[src/rtl/stuff_data_mapper.sv]
// Slot mapper: fills each upstream slot with a buffered payload byte
// or a stuff byte, marks frame start and flags payload underflow.
module stuff_data_mapper #(
  parameter int DATA_W = 8,
  parameter int MPT_W = 8,
  parameter int FIFO_DEPTH = 16,
  parameter logic [DATA_W-1:0] STUFF_BYTE = 8'h00
) (
  input  logic clk,
  input  logic rst_n,
  input  logic [DATA_W-1:0] s_data,
  input  logic s_valid,
  output logic s_ready,
  input  logic slot_sof,
  input  logic slot_valid,
  input  logic slot_ds,
  input  logic err_clr,
  output logic [DATA_W-1:0] m_data,
  output logic m_valid,
  output logic m_sof,
  output logic m_is_stuff,
  output logic underflow,
  output logic [MPT_W-1:0] data_cnt,
  output logic [$clog2(FIFO_DEPTH):0] fifo_level
);

  localparam int AW = $clog2(FIFO_DEPTH);
  localparam int LW = AW + 1;
  localparam logic [LW-1:0] FULL = LW'(FIFO_DEPTH);

  typedef enum logic [1:0] {
    IDLE,
    ARMED,
    RUN
  } state_t;

  state_t state_q, state_d;

  logic [DATA_W-1:0] mem [FIFO_DEPTH];
  logic [AW-1:0] wr_ptr, rd_ptr;
  logic [LW-1:0] level;

  logic accept, first, wr, rd, empty_hit;
  logic sof_emit, sof_only, run_emit;

  assign fifo_level = level;
  assign s_ready = rst_n & (level < FULL);
  assign wr = s_valid & s_ready;

  // Slot acceptance, frame-start marking and next state
  always_comb begin
    accept = slot_valid & (slot_sof | (state_q != IDLE));
    first = accept & (slot_sof | (state_q == ARMED));
    rd = accept & slot_ds & (level != '0);
    empty_hit = accept & slot_ds & (level == '0);
    sof_emit = slot_sof & accept;
    sof_only = slot_sof & ~accept;
    run_emit = ~slot_sof & accept;
    state_d = state_q;
    unique case (1'b1)
      sof_emit: state_d = RUN;
      sof_only: state_d = ARMED;
      run_emit: state_d = RUN;
      default: ;
    endcase
  end

  // Frame state register
  always_ff @(posedge clk or negedge rst_n) begin
    if (!rst_n) state_q <= IDLE;
    else state_q <= state_d;
  end

  // Payload storage; contents need no reset
  always_ff @(posedge clk) begin
    if (wr) mem[wr_ptr] <= s_data;
  end

  // FIFO pointers and occupancy
  always_ff @(posedge clk or negedge rst_n) begin
    if (!rst_n) begin
      wr_ptr <= '0;
      rd_ptr <= '0;
      level <= '0;
    end else begin
      if (wr) wr_ptr <= wr_ptr + AW'(1);
      if (rd) rd_ptr <= rd_ptr + AW'(1);
      unique case ({wr, rd})
        2'b10: level <= level + LW'(1);
        2'b01: level <= level - LW'(1);
        default: ;
      endcase
    end
  end

  // Registered slot output
  always_ff @(posedge clk or negedge rst_n) begin
    if (!rst_n) begin
      m_valid <= 1'b0;
      m_sof <= 1'b0;
      m_data <= '0;
      m_is_stuff <= 1'b0;
    end else begin
      m_valid <= accept;
      m_sof <= first;
      if (accept) begin
        m_data <= rd ? mem[rd_ptr] : STUFF_BYTE;
        m_is_stuff <= ~rd;
      end
    end
  end

  // Per-frame real data byte counter, saturating
  always_ff @(posedge clk or negedge rst_n) begin
    if (!rst_n) data_cnt <= '0;
    else if (slot_sof) data_cnt <= MPT_W'(rd);
    else if (rd && !(&data_cnt)) data_cnt <= data_cnt + MPT_W'(1);
  end

  // Sticky underflow flag; a new event beats a clear
  always_ff @(posedge clk or negedge rst_n) begin
    if (!rst_n) underflow <= 1'b0;
    else if (empty_hit) underflow <= 1'b1;
    else if (err_clr) underflow <= 1'b0;
  end

endmodule
[config.mk]
export PLATFORM = sky130hd
export DESIGN_NAME = stuff_data_mapper
export DESIGN_NICKNAME = d
export VERILOG_FILES = /design/src/rtl/stuff_data_mapper.sv
export SDC_FILE = /design/constraint.sdc
export NUM_CORES = 1
export LEC_CHECK = 0
export ABC_CLOCK_PERIOD_IN_PS = 4400
export BUFFER_PORTS_ARGS = -buffer_cell sky130_fd_sc_hd__buf_2
export CORE_MARGIN = 10
export CORE_UTILIZATION = 60
export DETAILED_ROUTE_END_ITERATION = 12
export PLACE_DENSITY_LB_ADDON = 0.3
export SYNTH_ARGS = -nofsm -noshare
export SYNTH_HDL_FRONTEND = slang
export SYNTH_SLANG_ARGS = --single-unit
[constraint.sdc]
create_clock -name clk -period 4.4 [get_ports clk]
set_input_delay 0 -clock clk [delete_from_list [all_inputs] [get_ports clk]]
set_output_delay 0 -clock clk [all_outputs]
set_load 0.005 [all_outputs]
==> Word level (Yosys, flattened, before mapping) <==
Memory sizes are Yosys's and may differ from the RTL's.
Cells that the tools add are included.
{ "word_totals": {"output_inout_bits": 26, "memories": 1, "ram_bits": 128, "wordCells": 55, "register_bits": 35} }
{ "op_classes": {"order_cmp": 1, "n_eq_ne": 3, "mux": 9, "add_sub_neg": 5, "n_bitwise": 15, "n_reduce_logical": 11} }
{ "memory_table": {"columns": ["memory", "depth", "word_bits", "rd", "rd_clocked_by_memory_dff", "wr", "line_no", "text"], "rows": [
  ["mem", 16, 8, 1, 0, 1, "39", "logic [DATA_W-1:0] mem [FIFO_DEPTH];"]
]} }
{ "ops": {"columns": ["cell", "n"], "rows": [
  ["8-bit two-way mux", 3],
  ["1-bit bitwise AND", 10],
  ["5-bit one-hot mux with 2 select lines", 1],
  ["2-bit nonzero test", 5],
  ["4-bit by 1-bit adder with 4-bit output, second input constant", 2],
  ["8-bit by 1-bit adder with 8-bit output, second input constant", 1],
  ["8-bit AND reduction", 1],
  ["5-bit by 1-bit adder with 5-bit output, second input constant", 1],
  ["5-bit logical NOT", 1],
  ["5-bit less-than comparator, second input constant", 1],
  ["5-bit nonzero test", 1],
  ["5-bit by 1-bit subtractor with 5-bit output, second input constant", 1],
  ["2-bit by 1-bit == test with 1-bit output, second input constant", 2],
  ["1-bit two-way mux", 4],
  ["2-bit one-hot mux with 2 select lines", 1],
  ["1-bit inverter", 3],
  ["2-bit == test, second input constant", 1],
  ["1-bit bitwise OR", 2],
  ["2-bit OR reduction", 1],
  ["1-bit logical AND", 1],
  ["1-bit logical NOT", 1]
]} }

==> Depth between registers and ports, before layout <==
{ "depth": {"word_depth": 8, "depth_mapped": 13, "depth_no_buf": 10} }

==> Least setup slack after synthesis <==
OpenSTA, ideal clock, no wires.
{ "synth_timing": {"path_type": "reg2reg", "startpoint": "register level[4], in the netlist fifo_level[4]", "endpoint": "register level[4], in the netlist fifo_level[4]", "stages_incl_launch_ff": 13, "arrival_time_ps": 2475, "required_ps": 4271, "n_path_buf": 2, "slack_ps": 1796, "synth_period_minus_slack_ps": 2604, "path_cell_list": "dfrtp_1 > nor3_1 > a21o_1 > buf_6 > inv_2 > ha_1 > buf_2 > xor2_1 > ha_1 > o211a_1 > or4_1 > nand3_1 > nor3b_1"} }
{ "synth_between": {"elab_cells_between_ends": 11, "cone_classes": "add/sub: 2; order compare: 1; eq/ne: 2; mux: 1; bitwise: 3; reduce/logical: 2"} }
{ "synth_rtl": {"columns": ["item", "line_no", "text"], "rows": [
  ["start: declaration", "41", "logic [LW-1:0] level;"],
  ["start signal: assignment", "89", "2'b10: level <= level + LW'(1);"],
  ["start signal: assignment", "90", "2'b01: level <= level - LW'(1);"],
  ["5-bit nonzero test *", "54", "rd = accept & slot_ds & (level != '0);"],
  ["1-bit bitwise AND *", "54", null],
  ["named net rd", "43", "logic accept, first, wr, rd, empty_hit;"],
  ["2-bit by 1-bit == test with 1-bit output / 2-bit == test (equally long branches)", "88", "unique case ({wr, rd})"],
  ["5-bit one-hot mux with 2 select lines / 2-bit nonzero test (equally long branches)", null, null]
]} }
The timed path passes the listed nets; every way through them passes the cells marked *.
A chain may end at the register's enable or synchronous reset.

==> Worst setup path after layout <==
Ends and elaborated chain as after synthesis.

==> results.ini <==
[global_routing]
grt_max_degree = 37
first_global_vias = 4039
grt_pass1_wl_um = 22400
grt_use_total_pct = 18.1
grt_overflow = 0
antenna_found_initial = 0

[layout]
num_antenna_cells = 0
syn2layout_area_growth_pct = 14.5
mostFrequentLayoutCell = edfxtp_1
final_cell_mix = edfxtp_1 (128), mux2i_1 (48), buf_2 (40)
final_nets = 527
post_route_cells_drive_above_1_share_pct = 16.3

[synthesis]
yosysSeqAreaShare_pct = 69.1
syn_area_mm2 = 0.00683
ys_async_sr_fraction_pct = 21.5
ys_warn_count = 0
ys_seq_elements = 163
syn_nets = 474
synth_edf_count = 128
syn_inst = 449
ys.flop_type = edfxtp_1
ys_types = 47
synth.avg_cell_area_um2 = 15.2

[die]
boundaryPins = 41
start_util_pct = 62.2
die_x_um = 127
dieHeight_um = 127
die_area_mm2 = 0.0161
rows = 38
core_area_mm2 = 0.0110

[job]
max-cap-violations = 0

[setup_path]
crit_chain = nor3_1 > a21o_1 > inv_2 > ha_1 > xor2_1 > ha_1 > o211a_1 > or4_1 > nand3_1 > nor3b_1
rr_worst_depth = 10
r2r_slack_ps = 1110
start_kind = flop
cp_slowest_stage_delay_ps = 610
r2r-end = fifo_level[4]
arrival_ps = 3590
cp_max_fo = 22
crit-reg2reg-launch = fifo_level[4]
crit_required_ps = 4700
end_kind = flop
worst-path-buf-inv = 1
crit_top_cell = ha_1
cpMaxStageDelayCell = a21o_1
worstSetupPathType = flop to flop
cp_top_family = compound AO/OA/AOI/OAI gates

[sta]
worstMarginPinSlew_ps = 983
fin_crit_sh_pct = 74.8
finClkSkew_ps = 8.34
rsz0062_at_grt = no
fmax_mhz = 304
drv_slew = 0
relSlewSlack_pct = 34.4
hold_slack_ps = 37.8
setup_viol = 0
tns_ps = 0
period_needed_ps = 3290
hold_viol = 0

[clocking]
clock_latency_ps = 420
clkSinkCount = 163
cts.path.max_buffers = 2
tritoncts = yes
cts_buffers = 17
cts_setup_buffers = 0
path_clk_slew_ps = 60
htreeDepth = 4
ctsRootBufferMaster = clkbuf_16

[worst_hold_path]
holdCritStartpoint = s_valid
min_path_cells = 3
holdPathEnd = wr_ptr[0]
min_path_type = input pin to flop

[drt]
wl_um = 14100
wl_per_cell_um = 21.5
drc = 0
first_pass_iters = 5
routed_via_density = 6.13
drtAntennaViolNets = 0
via_count = 4008
drtIter0Drc = 353

[power_and_ir_drop]
leakage_nw = 2.91
power_density_mw_per_mm2 = 599
worst_ir_drop_vdd_mv = 0.569

[run_status]
status = finished, final reports clean

[placed_design]
routabilityCongestion = 0.757
port_buffers = 40
hpwlAfterDp_um = 8790

## final cells by class
class                      instances  area, um^2
sequential                       163        4720
fill                             693        3160
multi-input combinational        255        1920
clock buffer                      18         429
timing repair buffer              57         363
clock inverter                    13         184
tap                              140         175
inverter                           8        30.0
## worst max-delay path by stage
stage / depth (start not counted) / slack [ps] / from / end
2_1_floorplan: 12 / 1800 / fifo_level[4] / fifo_level[4]
3_3_place_gp: 10 / 1240 / fifo_level[4] / fifo_level[4]
3_5_place_dp: 10 / 1110 / fifo_level[4] / fifo_level[4]
4_1_cts: 10 / 1100 / fifo_level[4] / fifo_level[4]
5_1_grt: 10 / 870 / fifo_level[4] / fifo_level[4]
6_report: 10 / 1110 / fifo_level[4] / fifo_level[4]
## synthesized netlist by cell type (all sizes together) (7+ instances only)
| cell | n | area (um^2) |
|---|---|---|
| nor2 | 27 | 101 |
| ha | 10 | 125 |
| nor4 | 10 | 62.6 |
| buf | 17 | 141 |
| xnor2 | 7 | 61.3 |
| nand2 | 20 | 75.1 |
| o221ai | 8 | 70.1 |
| edfxtp | 128 | 3840 |
| o22ai | 9 | 56.3 |
| dfrtp | 35 | 876 |
| inv | 8 | 30.0 |
| o31ai | 11 | 87.6 |
| o21ai | 11 | 55.1 |
| mux2i | 48 | 480 |
| and2 | 18 | 113 |
| a21oi | 16 | 80.1 |
| mux4 | 8 | 180 |
## state kept, by name, summed over array words and instances (netlist names), 2 cells and up
signal,flops
mem,128
data_cnt,8
m_data,8
fifo_level,5
rd_ptr,4
wr_ptr,4
state_q,2
## worst register-to-register path, delay by kind of cell, from the launching register on
kind | cells | cell delay (ps)
flip-flops | 1 | 450
adder cells (fa/ha/maj) | 2 | 610
AO/OA/AOI/OAI | 2 | 860
buffers and inverters | 1 | 240
XOR/XNOR | 1 | 190
AND/OR/NAND/NOR | 4 | 810
## through the flow
stage,power [mW],setup slack [ps],utilization (%),instances,cell area [um^2]
after CTS,4.70,1100,71.2,654,7820
after global routing,4.89,871,71.2,654,7820
after floorplan,2.85,1800,-,449,6830
final,4.69,1110,71.2,654,7820
after global placement,3.13,1240,64.4,609,7070
after detailed placement,3.17,1110,64.4,609,7070
## report_power, final
part,internal (mW),switching [mW]
Combinational,0.492,0.612
Clock,0.947,0.584
Sequential,1.82,0.233
Total,3.26,1.43
## cell families (layout without fill, tap and decap cells)
logic type | after synthesis | after routing | synth area share [%]
muxes | 58 | 58 | 10.0
and+or+nand+nor | 113 | 113 | 8.64
adders and majority gates | 10 | 10 | 1.83
AOI/OAI and AO/OA | 64 | 64 | 6.35
xor gates and xnor gates | 10 | 10 | 1.28
DFF | 163 | 163 | 69.1
buffers and inverters | 31 | 96 | 2.84
## what timing repair did
| item | 4_1_cts | 5_1_grt |
|---|---|---|
| setup endpoints to repair | 0 | 0 |
| hold buffers | 14 | 0 |
| endpoints found under the hold margin | 167 | 0 |
| gates resized for setup | 0 | 0 |
## routing by layer
layer  global-route usage (%)  routed length, um  share of wire, %
met5                        0                  0                 0
met4                     7.37                310               2.2
met1                     23.2               5970                42
met2                     28.2               6750                48
met3                     5.37               1050               7.5
Power figures use the tool's default switching activity.
